===== src/rtl/cotm32_pkg.sv =====
// Shared types and constants for the cotm32 core memory path.
// Holds the LSU access encoding and the memory-port arbiter state/owner types.
package cotm32_pkg;

  localparam int XLEN         = 32;
  localparam int BYTE_WIDTH   = 8;
  localparam int MEM_BE_WIDTH = XLEN / BYTE_WIDTH;

  typedef enum logic [3:0] {
    LSU_NONE,
    LSU_LB,
    LSU_LH,
    LSU_LW,
    LSU_LBU,
    LSU_LHU,
    LSU_SB,
    LSU_SH,
    LSU_SW
  } lsu_ls_t;

  typedef enum logic [1:0] {
    ARB_IDLE,
    ARB_WAIT,
    ARB_RESP
  } arb_state_t;

  typedef enum logic {
    ARB_OWNER_IFU,
    ARB_OWNER_LSU
  } arb_owner_t;

  function automatic logic is_store(lsu_ls_t op);
    return (op == LSU_SB) || (op == LSU_SH) || (op == LSU_SW);
  endfunction

endpackage


===== src/rtl/mem_port_arbiter_lane_align.sv =====
// Byte-lane steering between the LSU and a 32-bit word memory.
// Store side builds byte enables and replicated data; load side selects and extends.
module lsu_lane_align
  import cotm32_pkg::*;
(
  input  lsu_ls_t                   i_st_op,
  input  logic [1:0]                i_st_addr_lo,
  input  logic [XLEN-1:0]           i_wdata,
  output logic [MEM_BE_WIDTH-1:0]   o_be,
  output logic [XLEN-1:0]           o_wdata,
  output logic                      o_misaligned,
  input  lsu_ls_t                   i_ld_op,
  input  logic [1:0]                i_ld_addr_lo,
  input  logic [XLEN-1:0]           i_rdata,
  output logic [XLEN-1:0]           o_rdata
);

  logic [XLEN-1:0] w_shifted;
  logic [7:0]      w_byte;
  logic [15:0]     w_half;

  always_comb begin
    o_be         = '1;
    o_wdata      = i_wdata;
    o_misaligned = 1'b0;
    case (i_st_op)
      LSU_SB: begin
        o_be    = 4'b0001 << i_st_addr_lo;
        o_wdata = {4{i_wdata[7:0]}};
      end
      LSU_SH: begin
        o_be         = i_st_addr_lo[1] ? 4'b1100 : 4'b0011;
        o_wdata      = {2{i_wdata[15:0]}};
        o_misaligned = i_st_addr_lo[0];
      end
      LSU_SW:          o_misaligned = |i_st_addr_lo;
      LSU_LH, LSU_LHU: o_misaligned = i_st_addr_lo[0];
      LSU_LW:          o_misaligned = |i_st_addr_lo;
      default: ;
    endcase
  end

  // Halfword accesses are 2-byte aligned, so a byte-granular shift also lands halves at bit 0.
  assign w_shifted = i_rdata >> {i_ld_addr_lo, 3'b000};
  assign w_byte    = w_shifted[7:0];
  assign w_half    = w_shifted[15:0];

  always_comb begin
    o_rdata = '0;
    case (i_ld_op)
      LSU_LB:  o_rdata = {{(XLEN-8){w_byte[7]}}, w_byte};
      LSU_LBU: o_rdata = {{(XLEN-8){1'b0}}, w_byte};
      LSU_LH:  o_rdata = {{(XLEN-16){w_half[15]}}, w_half};
      LSU_LHU: o_rdata = {{(XLEN-16){1'b0}}, w_half};
      LSU_LW:  o_rdata = i_rdata;
      default: ;
    endcase
  end

endmodule


===== src/rtl/mem_port_arbiter.sv =====
// Shares one single-port memory between instruction fetch and load/store,
// sequencing each access through a fixed-latency memory with wait states.
module mem_port_arbiter #(
  parameter int XLEN        = 32,
  parameter int WAIT_STATES = 0
) (
  input  logic                   clk,
  input  logic                   rst_n,
  input  logic                   ifu_req_i,
  input  logic [XLEN-1:0]        ifu_addr_i,
  output logic                   ifu_gnt_o,
  output logic                   ifu_rvalid_o,
  output logic [XLEN-1:0]        ifu_rdata_o,
  input  logic                   lsu_req_i,
  input  cotm32_pkg::lsu_ls_t    lsu_op_i,
  input  logic [XLEN-1:0]        lsu_addr_i,
  input  logic [XLEN-1:0]        lsu_wdata_i,
  output logic                   lsu_gnt_o,
  output logic                   lsu_rvalid_o,
  output logic [XLEN-1:0]        lsu_rdata_o,
  output logic                   lsu_err_o,
  output logic                   mem_req_o,
  output logic                   mem_we_o,
  output logic [XLEN-1:0]        mem_addr_o,
  output logic [3:0]             mem_be_o,
  output logic [XLEN-1:0]        mem_wdata_o,
  input  logic [XLEN-1:0]        mem_rdata_i
);

  import cotm32_pkg::*;

  localparam int unsigned CNT_INIT_I = (WAIT_STATES > 0) ? WAIT_STATES - 1 : 0;
  localparam logic [3:0]  CNT_INIT   = CNT_INIT_I[3:0];

  arb_state_t      r_state;
  arb_state_t      w_next_state;
  logic [3:0]      r_cnt;
  logic [3:0]      w_cnt_next;
  arb_owner_t      r_owner;
  arb_owner_t      r_last_owner;
  lsu_ls_t         r_op;
  logic [1:0]      r_addr_lo;
  logic            r_err;

  logic            w_idle;
  logic            w_lsu_req;
  logic            w_grant_lsu;
  logic            w_grant_ifu;
  logic            w_grant;
  logic            w_misaligned;
  logic            w_mem_req;
  logic            w_resp;
  logic [XLEN-1:0] w_addr;
  logic [3:0]      w_be;
  logic [XLEN-1:0] w_st_wdata;
  logic [XLEN-1:0] w_ld_data;

  lsu_lane_align u_lane_align (
    .i_st_op      (lsu_op_i),
    .i_st_addr_lo (lsu_addr_i[1:0]),
    .i_wdata      (lsu_wdata_i),
    .o_be         (w_be),
    .o_wdata      (w_st_wdata),
    .o_misaligned (w_misaligned),
    .i_ld_op      (r_op),
    .i_ld_addr_lo (r_addr_lo),
    .i_rdata      (mem_rdata_i),
    .o_rdata      (w_ld_data)
  );

  // Gating with rst_n keeps every output quiet while reset is held, even with requests pending.
  assign w_idle      = (r_state == ARB_IDLE) && rst_n;
  assign w_lsu_req   = lsu_req_i && (lsu_op_i != LSU_NONE);
  assign w_grant_lsu = w_idle && w_lsu_req && (!ifu_req_i || (r_last_owner == ARB_OWNER_IFU));
  assign w_grant_ifu = w_idle && ifu_req_i && !w_grant_lsu;
  assign w_grant     = w_grant_lsu || w_grant_ifu;
  assign w_mem_req   = w_grant_ifu || (w_grant_lsu && !w_misaligned);
  assign w_addr      = w_grant_lsu ? lsu_addr_i : ifu_addr_i;

  assign ifu_gnt_o   = w_grant_ifu;
  assign lsu_gnt_o   = w_grant_lsu;
  assign mem_req_o   = w_mem_req;
  assign mem_we_o    = w_grant_lsu && !w_misaligned && is_store(lsu_op_i);
  assign mem_addr_o  = w_mem_req ? {w_addr[XLEN-1:2], 2'b00} : '0;
  assign mem_be_o    = w_mem_req ? (w_grant_lsu ? w_be : 4'b1111) : 4'b0000;
  assign mem_wdata_o = mem_we_o ? w_st_wdata : '0;

  always_comb begin
    w_next_state = r_state;
    w_cnt_next   = r_cnt;
    case (r_state)
      ARB_IDLE: begin
        if (w_grant) begin
          if ((w_grant_lsu && w_misaligned) || (WAIT_STATES == 0)) begin
            w_next_state = ARB_RESP;
          end else begin
            w_next_state = ARB_WAIT;
            w_cnt_next   = CNT_INIT;
          end
        end
      end
      ARB_WAIT: begin
        if (r_cnt == 4'd0) w_next_state = ARB_RESP;
        else               w_cnt_next   = r_cnt - 4'd1;
      end
      ARB_RESP: w_next_state = ARB_IDLE;
      default:  w_next_state = ARB_IDLE;
    endcase
  end

  always_ff @(posedge clk or negedge rst_n) begin
    if (!rst_n) begin
      r_state      <= ARB_IDLE;
      r_cnt        <= '0;
      r_owner      <= ARB_OWNER_IFU;
      r_last_owner <= ARB_OWNER_IFU;
      r_op         <= LSU_NONE;
      r_addr_lo    <= '0;
      r_err        <= 1'b0;
    end else begin
      r_state <= w_next_state;
      r_cnt   <= w_cnt_next;
      if (w_grant) begin
        r_owner      <= w_grant_lsu ? ARB_OWNER_LSU : ARB_OWNER_IFU;
        r_last_owner <= w_grant_lsu ? ARB_OWNER_LSU : ARB_OWNER_IFU;
        r_op         <= w_grant_lsu ? lsu_op_i : LSU_NONE;
        r_addr_lo    <= w_addr[1:0];
        r_err        <= w_grant_lsu && w_misaligned;
      end
    end
  end

  assign w_resp       = (r_state == ARB_RESP);
  assign ifu_rvalid_o = w_resp && (r_owner == ARB_OWNER_IFU);
  assign ifu_rdata_o  = ifu_rvalid_o ? mem_rdata_i : '0;
  assign lsu_rvalid_o = w_resp && (r_owner == ARB_OWNER_LSU);
  assign lsu_err_o    = lsu_rvalid_o && r_err;
  assign lsu_rdata_o  = (lsu_rvalid_o && !r_err) ? w_ld_data : '0;

endmodule


===== config.mk =====
export PLATFORM = sky130hd
export DESIGN_NAME = mem_port_arbiter
export DESIGN_NICKNAME = d
export VERILOG_FILES = /design/src/rtl/cotm32_pkg.sv /design/src/rtl/mem_port_arbiter_lane_align.sv /design/src/rtl/mem_port_arbiter.sv
export SDC_FILE = /design/constraint.sdc
export NUM_CORES = 1
export LEC_CHECK = 0
export BUFFER_PORTS_ARGS = -buffer_cell sky130_fd_sc_hd__clkbuf_2
export CELL_PAD_IN_SITES_DETAIL_PLACEMENT = 1
export CELL_PAD_IN_SITES_GLOBAL_PLACEMENT = 2
export CORE_AREA = 10 10 139 141
export DETAILED_ROUTE_END_ITERATION = 7
export DIE_AREA = 0 0 149 151
export PLACE_DENSITY_LB_ADDON = 0.1
export SLEW_MARGIN = 20
export SYNTH_ARGS = -nofsm -noshare
export SYNTH_HDL_FRONTEND = slang
export SYNTH_SLANG_ARGS = --single-unit

===== constraint.sdc =====
create_clock -name clk -period 2.04 [get_ports clk]
set_input_delay 0.204 -clock clk [delete_from_list [all_inputs] [get_ports clk]]
set_output_delay 0.204 -clock clk [all_outputs]
set_load 0.01 [all_outputs]

==> out/qor.yml <==
start_util: 0.148
cp_max_fo: 9
dp.cells: 854
cp_slowest_stage_delay_ns: 0.38
hold-worst-slack_ns: 0.268
clock_latency_ns: 0.23
min_period_ns: 2.09
end_kind: "output pin"
yosys-top-cells-area: "a22o_1 11%, dfrtp_1 9.2%, nand2_1 9.1%"
critPathLaunchType: "flip-flop"
numPortBuffers: 272
synthArstFlopShare: 1.00
yosysMostFrequentCell: "nand2_1"
grtUsageMet3: 0.0483
p_per_area_mw_per_mm2: 414
worst_ir_drop_vdd_v: 0.000242
grt_pass1_wl_mm: 24.2
vias: 3916
final_antenna_net_count: 0
hold_class: "in -> reg"
grt_util_met2: 0.234
synth_top_area_share: 0.107
grt_use_total: 0.131
diodes: 0
drv_cap: 0
htreeDepth: 1
cts_sinks: 9
coreArea_mm2: 0.0165
status: "finished, violations left"
nets: 798
place_ws_ns: -0.0105
grt_start_max_net_pins: 37
routed_via_density: 4.44
synth_cells: 366
cts-root-buf: "clkbuf_16"
dominantRegCellSynth: "dfrtp_1"
fin_util: 0.302
yosysTopAreaCell: "a22o_1"
cts_buffers: 3
syn_area_mm2: 0.00244
synth_edf_count: 0
drv_slew: 0
fin_ws_ns: -0.0524
ys_seq_area_frac: 0.0921
wire_per_inst_um: 19.6
max_freq_mhz: 478
cp_slowest_cell: "dfrtp_1"
dieArea_mm2: 0.0225
cts.path.max_buffers: 2
p_leak_nw: 2.76
violations: "negative setup slack"
grt_busiest_layer: "met2"
routed_wl_mm: 17.3
fillCellCount: 2071
drt_iter0_drc: 123
io_pins: 275
avgSynthCellArea_um2: 6.68
path_class: "reg -> out"
dp.final_hpwl_mm: 13.5
hold_violations: 0
rows: 47
antenna_found_initial: 1
clk_pin_slew_ns: 0.04
dieHeight_um: 151
drtPass1Iterations: 4
fin_skew_ns: 0.00141
yosysUniqueCellTypes: 47
rsz0062_at_grt: "yes"
globalRouteMet1Util: 0.148
synth-seq-cells: 9
die_w_um: 149
areaGrowthSynthToFinish_pct: 103
instances_no_fill: 881
gp_congestion: 0.755
setup_viol: 59
grt_overflow: 0
synth_common_cells: "59 x nand2_1, 33 x and2_1, 30 x a22o_1, 30 x nor2_1, 22 x o21ai_0"
setup_tns_ns: -1.27
cp_data_required_time_ns: 1.84
drive_gt1_frac: 0.572
drc: 0
yosys_warnings: 0
grt_pass1_vias: 4216
cts_tree: "yes"
fin_crit_sh: 1.03
crit_chain: "nand3b_1 -> a211o_1 -> inv_2 -> and3_4 -> buf_4 -> buf_16 -> o22a_1 -> buf_2"
crit_arrival_ns: 1.89
-- critical path, delay by kind of cell, from the launching register on --
family / cells / cell delay [ns]
flip-flops: 1 / 0.38
buffers and inverters: 4 / 0.47
AO/OA/AOI/OAI: 2 / 0.40
AND/OR/NAND/NOR: 2 / 0.40
-- state kept, by name, summed over array words and instances, names as in the netlist --
signal / cells
r_op: 4
r_addr_lo: 2
r_err: 1
r_last_owner: 1
r_state: 1
-- per-stage QoR --
step	area [um^2]	total power [W]
floorplan	2450	0.000935
global placement	4210	0.00148
detailed placement	4210	0.00149
CTS	4510	0.00196
global route	4960	0.00222
finish	4960	0.00206
-- what timing repair did --
| item | in CTS | in global routing |
|---|---|---|
| endpoints found under the hold margin | 9 | 0 |
| gates resized for setup | 24 | 161 |
| setup endpoints to repair | 63 | 96 |
| gates cloned | 2 | 9 |
| hold buffers | 1 | 0 |
| setup buffers | 8 | 4 |
| pin swaps | 9 | 12 |
-- cell type report --
cell class,instances,area (um^2),share of cell area
sequential,9,226,0.0456
tap,220,275,0.0554
timing repair buffer,325,2140,0.432
clock buffer,4,78.8,0.0159
inverter,12,45.0,0.00907
multi-input combinational,311,2190,0.442
-- path summary, 6_finish.rpt --
| check | end | slack (ns) | cells past startpoint | start |
|---|---|---|---|---|
| min | r_addr_lo[1] | 0.27 | 3 | ifu_addr_i[1] |
| max in group asynchronous | r_addr_lo[1] | 1.11 | 3 | rst_n |
| min reg2reg | r_err | 0.54 | 2 | r_err |
| min in group asynchronous | r_addr_lo[0] | 0.60 | 3 | rst_n |
| max reg2reg | r_err | 0.34 | 9 | r_state[1] |
| max | mem_be_o[3] | -0.05 | 8 | r_state[1] |
-- report_power, final --
part	switching, W	total [W]	internal (W)
combinational	0.000735	0.00145	0.000713
clock	0.0000865	0.000348	0.000261
sequential	0.0000445	0.000261	0.000216
total	0.000866	0.00206	0.00119
-- routing by layer --
layer  vias to the layer above  wire length, um
met2                       180             8450
met5                         -               13
li1                       1920                -
met3                        11             1550
met1                      1803             7120
met4                         2              144
-- layout by cell type (no fill, tap or decap), types with 5 or more instances in the layout --
| master | n |
|---|---|
| inv_1 | 10 |
| a211oi_2 | 8 |
| nor2b_1 | 10 |
| nand3b_1 | 6 |
| buf_2 | 70 |
| o21ai_0 | 22 |
| a22o_1 | 30 |
| mux2i_1 | 17 |
| a21o_1 | 16 |
| a21oi_2 | 15 |
| nor2_1 | 25 |
| clkbuf_16 | 7 |
| dfrtp_1 | 8 |
| buf_6 | 30 |
| and2_1 | 33 |
| buf_4 | 34 |
| o22a_1 | 5 |
| a221o_1 | 7 |
| a21oi_1 | 5 |
| a32oi_1 | 7 |
| a211o_1 | 9 |
| nor2_2 | 5 |
| clkbuf_2 | 176 |
| buf_12 | 7 |
| nand2_1 | 58 |
-- logic make-up after synthesis --
| group | Yosys count | synth area share |
|---|---|---|
| buf+inv | 49 | 0.0962 |
| flops | 9 | 0.0921 |
| other cells | 1 | 0.00153 |
| compound gates | 133 | 0.417 |
| mux | 19 | 0.0783 |
| simple gates | 155 | 0.315 |
Power figures use the tool's default switching activity.
